==> config.mk <==
export PLATFORM = sky130hd
export DESIGN_NAME = inst_rom_responder
export DESIGN_NICKNAME = d
export VERILOG_FILES = /design/src/rtl/inst_rom_responder.sv
export SDC_FILE = /design/constraint.sdc
export NUM_CORES = 1
export LEC_CHECK = 0
export ABC_AREA = 1
export BUFFER_PORTS_ARGS = -buffer_cell sky130_fd_sc_hd__buf_2
export CORE_ASPECT_RATIO = 1.75
export CORE_MARGIN = 1
export CORE_UTILIZATION = 55
export DETAILED_ROUTE_END_ITERATION = 8
export PLACE_DENSITY = 0.77
export SYNTH_ARGS = -nofsm -noshare
export SYNTH_HDL_FRONTEND = slang
export SYNTH_SLANG_ARGS = --single-unit
==> constraint.sdc <==
create_clock -name clk -period 6.55 [get_ports clk]
set_input_delay 0.655 -clock clk [delete_from_list [all_inputs] [get_ports clk]]
set_output_delay 0.655 -clock clk [all_outputs]
set_load 0.05 [all_outputs]
==> src/rtl/inst_rom_responder.sv <==
// inst_rom_responder
//   Instruction-fetch responder with a one-line buffer. Fetches that hit the
//   buffered line return data combinationally. A miss fills the whole line from
//   a slower backing memory over a req/ack bus, and stalls the CPU until the
//   line is ready.
//
//   Optional feature macro: ROM_STATS_EN (adds saturating hit/miss counters).
//
// Ports
//   clk          clock, rising edge
//   rst          asynchronous active-low reset
//   rom_ce_i     fetch enable
//   rom_addr_i   fetch byte address (bits [1:0] ignored)
//   rom_data_o   instruction word (0 unless hit)
//   stall_req_o  requested word not yet available
//   flush_i      invalidate the line buffer
//   mem_req_o    backing-memory read request (registered)
//   mem_addr_o   word-aligned request address (registered)
//   mem_ack_i    backing memory returns mem_data_i this cycle
//   mem_data_i   backing-memory read data
//   hit_cnt_o    hit cycle counter        (ROM_STATS_EN)
//   miss_cnt_o   line fill counter        (ROM_STATS_EN)
module inst_rom_responder #(
   parameter int unsigned LINE_WORDS = 4,
   parameter int unsigned ADDR_W     = 32,
   parameter int unsigned DATA_W     = 32
) (
   input  logic              clk,
   input  logic              rst,
   input  logic              rom_ce_i,
   input  logic [ADDR_W-1:0] rom_addr_i,
   output logic [DATA_W-1:0] rom_data_o,
   output logic              stall_req_o,
   input  logic              flush_i,
   output logic              mem_req_o,
   output logic [ADDR_W-1:0] mem_addr_o,
   input  logic              mem_ack_i,
   input  logic [DATA_W-1:0] mem_data_i
`ifdef ROM_STATS_EN
   ,
   output logic [31:0]       hit_cnt_o,
   output logic [31:0]       miss_cnt_o
`endif
);

   localparam int unsigned IDX_W = $clog2(LINE_WORDS);
   localparam int unsigned OFF_W = IDX_W + 2;
   localparam int unsigned TAG_W = ADDR_W - OFF_W;

   typedef enum logic [0:0] {StIdle, StFill} state_e;

   state_e            state_q, state_d;
   logic [DATA_W-1:0] line_q [LINE_WORDS];
   logic [TAG_W-1:0]  tag_q;
   logic              valid_q;
   logic              flush_pend_q;
   logic [IDX_W-1:0]  idx_q;
   logic              mem_req_q;
   logic [ADDR_W-1:0] mem_addr_q;

   logic [TAG_W-1:0]  req_tag;
   logic [IDX_W-1:0]  req_idx;
   logic              hit;
   logic              fill_start;
   logic              fill_ack;
   logic              last_ack;
   logic              unused_addr;

   assign req_tag     = rom_addr_i[ADDR_W-1:OFF_W];
   assign req_idx     = rom_addr_i[OFF_W-1:2];
   assign unused_addr = ^rom_addr_i[1:0];

   assign hit        = rom_ce_i & valid_q & (tag_q == req_tag) & (state_q == StIdle);
   assign fill_start = rom_ce_i & ~hit & (state_q == StIdle);
   assign fill_ack   = (state_q == StFill) & mem_ack_i;
   assign last_ack   = fill_ack & (idx_q == IDX_W'(LINE_WORDS - 1));

   // Reset gates the stall directly: the miss logic alone would raise it when ce=1.
   assign rom_data_o  = hit ? line_q[req_idx] : '0;
   assign stall_req_o = rst & rom_ce_i & ~hit;
   assign mem_req_o   = mem_req_q;
   assign mem_addr_o  = mem_addr_q;

   always_comb begin
      state_d = state_q;
      unique case (state_q)
         StIdle:  if (fill_start) state_d = StFill;
         StFill:  if (last_ack)   state_d = StIdle;
         default: state_d = StIdle;
      endcase
   end

   always_ff @(posedge clk or negedge rst) begin
      if (!rst) begin
         state_q      <= StIdle;
         tag_q        <= '0;
         valid_q      <= 1'b0;
         idx_q        <= '0;
         flush_pend_q <= 1'b0;
         mem_req_q    <= 1'b0;
         mem_addr_q   <= '0;
      end else begin
         state_q <= state_d;
         unique case (state_q)
            StIdle: begin
               if (flush_i) valid_q <= 1'b0;
               if (fill_start) begin
                  tag_q      <= req_tag;
                  valid_q    <= 1'b0;
                  idx_q      <= '0;
                  mem_req_q  <= 1'b1;
                  mem_addr_q <= {req_tag, {OFF_W{1'b0}}};
               end
            end
            StFill: begin
               if (flush_i) flush_pend_q <= 1'b1;
               if (mem_ack_i) begin
                  idx_q <= idx_q + IDX_W'(1);
                  if (last_ack) begin
                     mem_req_q    <= 1'b0;
                     mem_addr_q   <= '0;
                     // A flush arriving with the final ack still kills the line.
                     valid_q      <= ~(flush_pend_q | flush_i);
                     flush_pend_q <= 1'b0;
                  end else begin
                     mem_addr_q <= mem_addr_q + ADDR_W'(4);
                  end
               end
            end
            default: ;
         endcase
      end
   end

   // Line storage needs no reset: it is only read while valid_q is set.
   always_ff @(posedge clk) begin
      if (fill_ack) line_q[idx_q] <= mem_data_i;
   end

`ifdef ROM_STATS_EN
   logic [31:0] hit_cnt_q;
   logic [31:0] miss_cnt_q;

   always_ff @(posedge clk or negedge rst) begin
      if (!rst) begin
         hit_cnt_q  <= '0;
         miss_cnt_q <= '0;
      end else begin
         if (hit && (hit_cnt_q != '1))         hit_cnt_q  <= hit_cnt_q + 32'd1;
         if (fill_start && (miss_cnt_q != '1)) miss_cnt_q <= miss_cnt_q + 32'd1;
      end
   end

   assign hit_cnt_o  = hit_cnt_q;
   assign miss_cnt_o = miss_cnt_q;
`endif

endmodule
* Word level (Yosys, flattened, before mapping) *
Memory sizes are Yosys's and may differ from the RTL's.
Cells that the tools add are included.

storage, ports and cells
  register bits = 66
  bits in writable memories = 128
  input bits = 69
  output and inout bits = 66
  word-level logic and storage cells = 58
  memories = 1

memory list
  memory  words  bits a word  rd ports  clocked after Yosys merged registers in  wr ports  line  source
  line_q  4      32           1         0                                        1         53    logic [DATA_W-1:0] line_q [LINE_WORDS];

operators by class
  add/subtract/negate cells = 2
  equality and inequality tests = 6
  mux-type cells = 25
  bitwise operators = 13
  reductions and logical operators = 4

operators with widths
  kind                                            number
  two-way mux 32 bit                              4
  case mux 32 bit (2 select lines)                1
  adder 32 x 3 -> 32 bit (second input constant)  1
  == test 28 bit                                  1
  two-way mux 1 bit                               14
  AND 1 bit                                       9
  case mux 1 bit (2 select lines)                 3
  AND reduction 3 bit                             2
  two-way mux 2 bit                               2
  != test 2 bit (second input constant)           2
  case mux 2 bit (2 select lines)                 1
  AND reduction 2 bit                             2
  != test 3 bit (second input constant)           1
  NOT 1 bit                                       3
  adder 2 x 1 -> 2 bit (second input constant)    1
  == test 2 bit (second input constant)           1
  != test 2 x 1 -> 1 bit (second input constant)  1
  OR 1 bit                                        1

* Longest topological paths before layout *
  word-level depth = 8
  mapped depth = 14
  depth with buffers taken out = 13

* Worst setup path before layout *
OpenSTA, ideal clock, no wires.

  path type = input port to output port
  start = input rom_addr_i[12]
  end = output rom_data_o[10]
  data arrival time = 2.301 ns
  data required time = 5.895 ns
  setup slack = 3.594 ns
  cell stages on the path = 9
  buffers on the path = 2
  path through = xnor2_1 -> nand3_1 -> nor2_1 -> nand2_1 -> nor2_1 -> nand2_1 -> buf_2 -> buf_2 -> a21oi_1

on the way
  word-level cells in the longest chain between the ends = 4

ends and longest elaborated chain
  what                    line  source
  start, declared         31    input logic [ADDR_W-1:0] rom_addr_i,
  == test 28 bit          73    assign hit = rom_ce_i & valid_q & (tag_q == req_tag) & (state_q == StIdle);
  AND 1 bit (2 in a row)  73
  two-way mux 32 bit      79    assign rom_data_o = hit ? line_q[req_idx] : '0;
  end, declared           32    output logic [DATA_W-1:0] rom_data_o,

Every way passes these cells.

* Worst setup path in the final report *
  start = input rom_addr_i[2]
  end = output rom_data_o[29]

on the way
  word-level cells in the longest chain between the ends = 2

ends and longest elaborated chain
  what                      line
  memory read (4 x 32 bit)  n/a
  two-way mux 32 bit        79

Every way passes these cells.

==> key figures <==
Logic synthesis
  – Synth unique cells: 33
  – Post-synthesis sequential area ratio: 0.587
  – Synth Register Bits: approximately 190
  – Count leader, synth: nand2_1
  – Synth top cells by count: nand2_1, nor2_1, edfxtp_1
  – Post-Syn Instances: roughly 1.1k
  – Cell Area, Synth: 9280 um2
  – Top FF cell, synth: edfxtp_1
  – FFs w/ async S/R, synth: 0.333
  – Synth area leaders: edfxtp_1, dfrtp_1, nand2_1
  – Share of the synthesized area in the top cell type: 0.414
  – Warnings, synthesis: 0
  – EDFF count, synth: 128
  – Area leader, netlist: edfxtp_1
  – Syn_area_per_cell: 8.79 um2

Clocking
  – TritonCTS clock tree: done
  – Cts repair resizes: 0
  – Root buffer cell: clkbuf_16
  – Hold buffer count at CTS: 0
  – H-tree levels: 4
  – Setup bufs post-CTS: 0
  – Max clock buf depth: 2
  – CTS Buf Count: 17
  – Clock insertion delay at the later pin of the skew report: 0.44 ns
  – Clock Pin Slew Worst Setup and Hold Paths: 0.07 ns
  – Clock Sink Count: 192

STA
  – Skew final: 0.0178 ns
  – Fmax: approximately 0.28 GHz
  – Fin. Hold Viols: 0
  – Final setup viols: 0
  – RSZ-0062 raised after global routing: no
  – Slew Limit Fails: 0
  – Max-Slew Margin vs Limit: 0.276
  – Fin crit period: 3.56 ns
  – Tightest Pin Transition: 1.08 ns
  – Setup Total Neg Slack: 0 ns
  – Final clock period utilization by the worst path: 0.544

GRT
  – Number of global-route vias before repair: 7,163
  – Remaining global-route overflow: 0
  – Global-route wire length before repair: between 30 and 40 mm
  – Total track usage: 0.276
  – Largest net degree at the start of global routing: 86
  – Initial antenna violation count: 2

Cells and area
  – Register area: 5450 um2
  – Design area: 10,600 um2
  – Layout cell share with drive strength beyond 1: 0.154
  – Synth-to-layout area growth: 14.3%
  – Fillers: roughly 1.4k
  – Multi-input logic area: 3270 um2
  – Diode count: 0
  – Final nets: approximately 1.2k

Worst setup path
  – Slowest CP cell: clkinv_1
  – CP Launch Point: rom_addr_i[2]
  – Worst EP required: 5.89 ns
  – Crit. End Element: output port
  – CP cell instances: buf_2 -> buf_4 -> clkinv_1 -> buf_4 -> o21ai_0 -> a21oi_1 -> buf_2
  – Setup crit start kind: input port
  – Crit path arrival time: 2.91 ns
  – CP max stage delay: 0.55 ns
  – Crit path max fanout: 65
  – Crit Path Class: input port to output port
  – Reg2reg start: state_q

Power
  – Leak pwr: 0.00465 uW
  – Pwr Density: between 300 and 400 nW/um2
  – VDD IR max: approximately 240 uV

Floorplan
  – Std cell rows: 62
  – Die width: 100 um
  – Die height: approximately 170 um
  – Starting Density: 0.564
  – Die area: 17,400 um2
  – IO Pins: 135
  – Core Area: 16,400 um2

Status
  – Status: completed

Route
  – Routed len/inst: 16.8 um
  – Pre-antenna DRT Iters: 5
  – Initial drt markers: 476
  – Vias: about 7.6k
  – Routed Antenna Nets: 0
  – Remaining DRCs: 0
  – Via density per instance: between 5 and 6
  – Final WL: about 24 mm

Place
  – PortBufs: 130
  – DPL Wire Length: 15.5 mm
  – GPL Wtd Cong: about 1
  – Placed cell area: 10,100 um2

Flow run
  – Max cap viols: 0

Min path
  – Hold path startpoint: mem_data_i[1]
  – Hold/Removal Path Class: input port to flip-flop
==> cells by family after synthesis <==
group | synth area share
AOI/OAI and AO/OA | 0.0910
xor gates and xnor gates | 0.0113
adders and majority gates | 0.00674
buffers and inverters | 0.0618
DFF | 0.587
other | 0.000404
and+or+nand+nor | 0.242
==> worst max-delay path, delay by kind of cell <==
kind / cells / cell delay, ns
buf+inv: 5 / 1.84
compound gates: 2 / 0.36
==> power by group <==
group / internal [uW] / switching, uW / total [uW] / leakage (uW)
sequential: 1620 / 247 / 1860 / 0.00197
combinational: 356 / 904 / 1260 / 0.00242
clock: 498 / 482 / 979 / 0.000256
==> layout make-up <==
| class | count | area share |
|---|---|---|
| Sequential cell | 192 | 0.513 |
| Multi-Input combinational cell | 729 | 0.308 |
| Timing Repair Buffer | 141 | 0.0691 |
| Clock buffer | 17 | 0.0401 |
| Inverter | 86 | 0.0304 |
| Tap cell | 224 | 0.0264 |
| Clock inverter | 15 | 0.0123 |
==> state kept, by name (all words and copies together) (netlist names) <==
register and count:
flush_pend_q 1, idx_q 2, line_q 128, mem_addr_o 30, mem_req_o 1, state_q 1, tag_q 28, valid_q 1
==> placed cells by master (no fill, tap or decap), types with 4 or more instances in the layout <==
cell type,instances
a21oi_1,40
buf_2,130
buf_4,11
clkbuf_16,17
clkinvlp_4,5
dfrtp_1,64
edfxtp_1,128
ha_1,5
inv_1,84
nand2_1,255
nand3_1,77
nand4_1,11
nor2_1,176
nor2_2,4
nor3_1,12
o21ai_0,106
o21ai_1,5
o22ai_1,7
xnor2_1,10
==> metrics by stage <==
| stage | std cells | setup slack, ns | util | hold slack (ns) | total power, uW |
|---|---|---|---|---|---|
| floorplan | 1056 | 3.59 | - | 0.359 | 2780 |
| global placement | 1372 | 3.06 | 0.611 | 0.460 | 3110 |
| detailed placement | 1372 | 2.99 | 0.611 | 0.471 | 3140 |
| CTS | 1404 | 3.00 | 0.645 | 0.416 | 4120 |
| global route | 1404 | 2.77 | 0.645 | 0.418 | 4330 |
| finish | 1404 | 2.99 | 0.645 | 0.435 | 4100 |
==> path summary, 6_finish.rpt <==
path	end	slack (ns)	depth (start not counted)
min in group asynchronous	mem_addr_o[13]	0.45	2
setup / recovery	rom_data_o[29]	2.99	7
hold / removal	line_q[1][1]	0.43	1
hold reg to reg	mem_req_o	0.48	2
setup reg to reg	mem_addr_o[11]	3.32	9
max in group asynchronous	idx_q[0]	5.49	2
==> per-layer routing <==
layer	routed length [um]	share of wire	vias up	track usage
met5	17	0.00072	-	0
met4	950	0.040	2	0.143
met3	1230	0.052	71	0.0540
met2	12800	0.54	251	0.511
met1	8550	0.36	3547	0.286
li1	-	-	3700	-
Power figures use the tool's default switching activity.
